## config.mk

```make
export PLATFORM = sky130hd
export DESIGN_NAME = rej_uniform_sampler
export DESIGN_NICKNAME = d
export VERILOG_FILES = /design/src/rtl/rej_uniform_sampler.sv
export SDC_FILE = /design/constraint.sdc
export NUM_CORES = 2
export LEC_CHECK = 0
export CORE_AREA = 3 3 633 635
export CTS_CLUSTER_SIZE = 20
export DETAILED_ROUTE_END_ITERATION = 16
export DIE_AREA = 0 0 636 638
export DONT_BUFFER_PORTS = 1
export MAX_ROUTING_LAYER = met4
export PLACE_DENSITY = 0.38
export SLEW_MARGIN = 25
export SYNTH_ARGS = -nofsm -noshare
export SYNTH_HDL_FRONTEND = slang
export SYNTH_SLANG_ARGS = --single-unit
```

## constraint.sdc

```tcl
create_clock -name clk -period 4.93 [get_ports clk]
set_input_delay 0.986 -clock clk [delete_from_list [all_inputs] [get_ports clk]]
set_output_delay 0.986 -clock clk [all_outputs]
set_load 0.005 [all_outputs]
```

## src/rtl/rej_uniform_sampler.sv

```systemverilog
// Rejection sampler: scans SHAKE128 rate blocks as 12-bit candidates, keeps those < q=3329.
// Latency: candidate k of a block is evaluated k cycles after the latch edge; its output is registered one edge later.
// Backpressure: none on the output side; upstream is throttled by the level request squeeze_req.
//
// Ports:
//   clk, rst          rising-edge clock, asynchronous active-low reset
//   start             pulse to begin a new polynomial (honoured only when idle)
//   state_in[1599:0]  permutation state; only the 1344-bit rate [1343:0] is used
//   state_valid       fresh block present on state_in (honoured only while waiting)
//   squeeze_req       level request for the next squeezed block
//   coeff, coeff_idx, coeff_valid   accepted coefficient and its position 0..255
//   done              pulse alongside coefficient 255
//   busy              high whenever not idle
module rej_uniform_sampler (
    input  logic          clk,
    input  logic          rst,
    input  logic          start,
    input  logic [1599:0] state_in,
    input  logic          state_valid,
    output logic          squeeze_req,
    output logic [11:0]   coeff,
    output logic [7:0]    coeff_idx,
    output logic          coeff_valid,
    output logic          done,
    output logic          busy
);

    localparam logic [1:0] S_IDLE = 2'd0;
    localparam logic [1:0] S_WAIT = 2'd1;
    localparam logic [1:0] S_SCAN = 2'd2;
    localparam logic [1:0] S_DONE = 2'd3;

    localparam logic [11:0] Q        = 12'd3329;
    localparam logic [6:0]  LAST_K   = 7'd111;
    localparam logic [8:0]  LAST_IDX = 9'd255;

    logic [1:0]    state;
    logic [8:0]    cnt;
    logic [6:0]    k;
    logic [1343:0] blk;

    logic [11:0] cand;
    logic        accept;

    // Capacity bits of the permutation state play no part in sampling.
    logic unused_capacity;
    assign unused_capacity = ^state_in[1599:1344];

    // The block buffer shifts right by one candidate per scan cycle, so the
    // candidate under test always sits in the low 12 bits. This is the
    // little-endian byte-triplet split: bits [12k+11:12k] of the original block.
    assign cand   = blk[11:0];
    assign accept = (cand < Q);

    assign squeeze_req = (state == S_WAIT);
    assign busy        = (state != S_IDLE);

    always_ff @(posedge clk or negedge rst) begin
        if (!rst) begin
            state       <= S_IDLE;
            cnt         <= 9'd0;
            k           <= 7'd0;
            blk         <= '0;
            coeff       <= 12'd0;
            coeff_idx   <= 8'd0;
            coeff_valid <= 1'b0;
            done        <= 1'b0;
        end else begin
            coeff_valid <= 1'b0;
            done        <= 1'b0;
            case (state)
                S_IDLE: begin
                    if (start) begin
                        cnt   <= 9'd0;
                        state <= S_WAIT;
                    end
                end
                S_WAIT: begin
                    if (state_valid) begin
                        blk   <= state_in[1343:0];
                        k     <= 7'd0;
                        state <= S_SCAN;
                    end
                end
                S_SCAN: begin
                    blk <= {12'd0, blk[1343:12]};
                    if (accept) begin
                        coeff       <= cand;
                        coeff_idx   <= cnt[7:0];
                        coeff_valid <= 1'b1;
                        cnt         <= cnt + 9'd1;
                    end
                    // Completing the polynomial wins over the end-of-block
                    // re-request; leftover candidates are simply dropped.
                    if (accept && (cnt == LAST_IDX)) begin
                        done  <= 1'b1;
                        state <= S_DONE;
                    end else if (k == LAST_K) begin
                        state <= S_WAIT;
                    end else begin
                        k <= k + 7'd1;
                    end
                end
                S_DONE: begin
                    state <= S_IDLE;
                end
                default: begin
                    state <= S_IDLE;
                end
            endcase
        end
    end

endmodule

```

; Word-level counts from Yosys, hierarchy flattened
; Index checks and enable logic that the tools add are counted.
[word_totals]
regBits = 1384
out_inout_bits = 24
inputBits = 1604
elab_cells = 50
[classes]
n_addsub = 2
mux = 18
n_eq_ne = 11
magnitude_cmp = 1
n_reduce_logical = 10
[ops]
columns = operator, n
row1 = $pmux W1344 S2, 1
row2 = $mux W1344, 1
row3 = $mux W7, 3
row4 = $mux W9, 2
row5 = $pmux W9 S2, 1
row6 = $pmux W7 S2, 1
row7 = $lt A12 B12 Y1 const B, 1
row8 = $ne A2 B2 Y1 const B, 5
row9 = $add A9 B1 Y9 const B, 1
row10 = $eq A9 B8 Y1 const B, 1
row11 = $mux W2, 4
row12 = $pmux W2 S4, 1
row13 = $add A7 B1 Y7 const B, 1
row14 = $eq A7 B7 Y1 const B, 1
row15 = $reduce_and A3 Y1, 2
row16 = $reduce_bool A2 Y1, 3
row17 = $eq A2 B2 Y1 const B, 2
row18 = $mux W1, 4
row19 = $reduce_and A2 Y1, 2
row20 = $reduce_and A4 Y1, 1
row21 = $ne A3 B3 Y1 const B, 1
row22 = $eq A2 B1 Y1 const B, 1
row23 = $logic_not A2 Y1, 1
row24 = $logic_and A1 B1 Y1, 1

; Depth between registers and ports, before layout
[logic_depth]
word_depth = 4
mapped_depth = 8
ltp_nobuf = 8

; Least setup slack after synthesis
; Ideal clock, no wire load.
[synth_timing]
path_kind = input to register
start = in state_valid
end = reg blk[1000]
setup_slack_ns = 2.963
arrival_ns = 1.886
setup_ns = 0.082
path_stages = 7
t_required_ns = 4.848
n_path_buf = 4
cell_sequence = and2_1 > buf_2 > buf_4 > buf_2 > buf_2 > nand2_1 > a31oi_1
[synth_via]
elab_chain_len = 2
[synth_rtl]
columns = item, line
row1 = "start, declared", 19  ; input logic state_valid,
row2 = $ne A2 B2 Y1 (no source line), --
row3 = $reduce_and A2 Y1 (no source line), --
row4 = "end signal, assigned", 80  ; blk <= state_in[1343:0];
row5 = "end signal, assigned", 86  ; blk <= {12'd0, blk[1343:12]};
row6 = "end, declared", 40  ; logic [1343:0] blk;
; No other way between the ends.
; A chain may end at the register's enable or synchronous reset.

==> results.tsv <==
metric	value	unit
drt wl/cell	22.8	um
Post-synth EDFFs	0	
Synth Area in Simple Gates	25.0	%
DP Area	67000	um2
syn avg cell area	8.25	um2
TritonCTS clock tree	done	
Internal	30.9	mW
post-route DRC violation count	0	
GR Util met3	3.66	%
Comb power frac	31.9	%
Max Cap Violations	0	
largest family of logic cells by synthesized area	simple AND/OR/NAND/NOR gates	
RSZ-0062 raised after global routing	false	
Post-Syn Area	61500	um2
ANT nets after route	0	
All-Layer GR Usage	14.0	%
CTS max path bufs	4	
Crit Path Max Fanout	126	
CTS Sinks	1384	
Clk pwr share	25.9	%
H-Tree Depth	4	
Worst setup EP type	async pin	
CTS root buf	clkbuf_16	
mux cell area share after synthesis	0.665	%
Worst Max-Slew Pin Slew	933	ps
met2 usage	22.4	%
vias in the first global route	52578	
IO Count	1628	
Filler cells	44570	
area fraction of the dominant cell type after synthesis	56.3	%
Crit path arrival time	4200	ps
share of layout cells above drive strength 1	5.54	%
critical path startpoint category	primary input	
Critical Path RT	5810	ps
Distinct cells, synth	35	
setup_tns	0	ps
Post-synth top cells	nand2_1, dfrtp_1, nor2_1	
Synth Net Count	9064	
Sw Pwr	19.4	mW
Synth Flop Type	dfrtp_1	
routability cong.	0.882	
Slew headroom	37.8	%
Vias/cell	4.21	
Synth Register Bits	1384	
TritonCTS Buffers	178	
leakage	30.7	nW
die width	636	um
cell taking the most area after synthesis	dfrtp_1	
GRT met1 Usage	17.1	%
Starting DRT DRC Count	4301	
gr ovfl total	0	
Net Sw Frac	38.6	%
final setup margin	1610	ps
Worst Clk Skew	61.4	ps
Synth Area in Compound Gates	13.8	%
Die Span Y	638	um
worst skew pair latency	860	ps
Initial Util	15.6	%
Post-Synth Adder-Cell Area	0.0610	%
die area	406000	um2
CORE AREA	396000	um2
DRT Pass-1 Iters	7	
fin crit share	67.3	%
Worst-path clk slew	50	ps
nets@finish	8755	
async set-reset flop share out of synthesis	100	%
site row count	231	
Pins Over Slew Limit	0	
count leader, synth	nand2_1	
Final Hold Fails	0	
max frequency	0.301	GHz
Syn. warnings	0	
setup bufs post-CTS	0	
post-synthesis share of cell area spent on xor and xnor gates	0	%
dpl hpwl	215	mm
sequential element share of the synthesized area	56.3	%
first-pass GRT wire length	403	mm
Area growth syn-to-layout	18.7	%
synth top area cells	dfrtp_1, nand2_1, a31oi_1	
PortBufs	0	
total wire length	287	mm
pwr dens	690	nW/um2
initial antenna violation count	123	
post-route design area	73100	um2
final setup fails	0	
DR vias	53081	
Max VDD drop	293	uV
Syn Inst Count	7457	
Most Used Layer, Global Route	met2	
largest net degree at the start of global routing	218	
DP Worst Slack	894	ps
critical path class	in -> async	
Final min period	3320	ps
Flop pwr share	42.2	%
HP Class	in -> async	
outcome	completed	
-- final cells by class --
type	count	area (um2)	area share [%]
Sequential cell	1384	34600	47.4
Tap cell	5242	6560	8.98
Clock inverter	64	757	1.04
Inverter	5	18.8	0.0257
Antenna cell	88	220	0.301
Multi-Input combinational cell	5467	24300	33.3
Clock buffer	241	4940	6.76
Timing Repair Buffer	112	1630	2.23
-- power by group through the flow --
stage,sequential [mW],combinational (mW),clock [mW]
after floorplan,19.7,12.3,0
after global placement,21.4,16.0,0
after detailed placement,21.4,16.3,0
after CTS,21.3,16.4,13.6
after global routing,22.0,18.5,14.0
final,21.3,16.1,13.1
-- critical path, cell delays in order --
cell and delay (ps):
buf_16 290, buf_16 460, buf_16 360, buf_16 490
buf_16 460, buf_16 460
-- repair_timing --
| item | in CTS | in global routing |
|---|---|---|
| gates resized for setup | 0 | 0 |
| hold buffers | 2 | 0 |
| endpoints found under the hold margin | 77 | 0 |
-- through the flow --
| step | total power [mW] | std cells | util [%] | hold WS (ps) |
|---|---|---|---|---|
| 5_1_grt | 54.5 | 12587 | 18.5 | 1.91 |
| 6_report | 50.4 | 12603 | 18.5 | 45.3 |
| 4_1_cts | 51.3 | 12512 | 18.4 | 3.10 |
| 3_3_place_gp | 37.4 | 12201 | 16.9 | 487 |
| 3_5_place_dp | 37.7 | 12205 | 16.9 | 497 |
| 2_1_floorplan | 32.0 | 7457 | - | 459 |
-- layout by cell type (no fill, tap or decap), types with 6 or more instances in the layout --
| cell | synthesis | final |
|---|---|---|
| nand2_1 | 2710 | 2709 |
| buf_12 | 1 | 39 |
| a31oi_1 | 1332 | 1332 |
| buf_4 | 1 | 57 |
| nor2_1 | 1335 | 1334 |
| bufinv_16 | 0 | 11 |
| buf_16 | 0 | 15 |
| o21ai_0 | 15 | 15 |
| diode_2 | 0 | 88 |
| clkinv_2 | 0 | 31 |
| mux2_4 | 17 | 17 |
| clkbuf_8 | 0 | 23 |
| inv_6 | 0 | 6 |
| nand3_1 | 8 | 8 |
| mux2i_1 | 12 | 12 |
| clkbuf_16 | 0 | 179 |
| clkbuf_1 | 322 | 39 |
| dfrtp_1 | 1384 | 1384 |
-- layer usage --
metal	vias to the layer above	wire (um)
li1	24335	-
met1	26587	123000
met2	1748	136000
met3	411	19000
met4	0	9240
met5	-	0
-- flip-flops by register name (all words and copies together) (netlist names) --
signal       count
k                7
coeff_idx        8
coeff           12
cnt              9
coeff_valid      1
blk           1344
state            2
done             1
-- path summary, 6_finish.rpt --
| check | slack, ps | startpoint | end | cells after the start |
|---|---|---|---|---|
| worst max-delay path | 1610 | rst | blk[277] | 6 |
| worst min-delay path | 50 | rst | blk[1209] | 1 |
| worst max register to register | 2140 | state[1] | blk[1003] | 5 |
| worst min register to register | 510 | k[0] | k[0] | 1 |
| max in group clk | 2140 | state[1] | blk[1003] | 5 |
| min in group clk | 250 | state_in[1338] | blk[1338] | 2 |
-- cell families (layout without fill, tap and decap cells) --
kind of cell | after synthesis | after routing
simple gates | 4076 | 4076
flops | 1384 | 1384
compound gates | 1356 | 1356
buf+inv | 606 | 422
mux | 32 | 32
fa+ha+maj | 3 | 3
other cells | 0 | 88
Note: power is estimated with default switching activity, not from simulation.
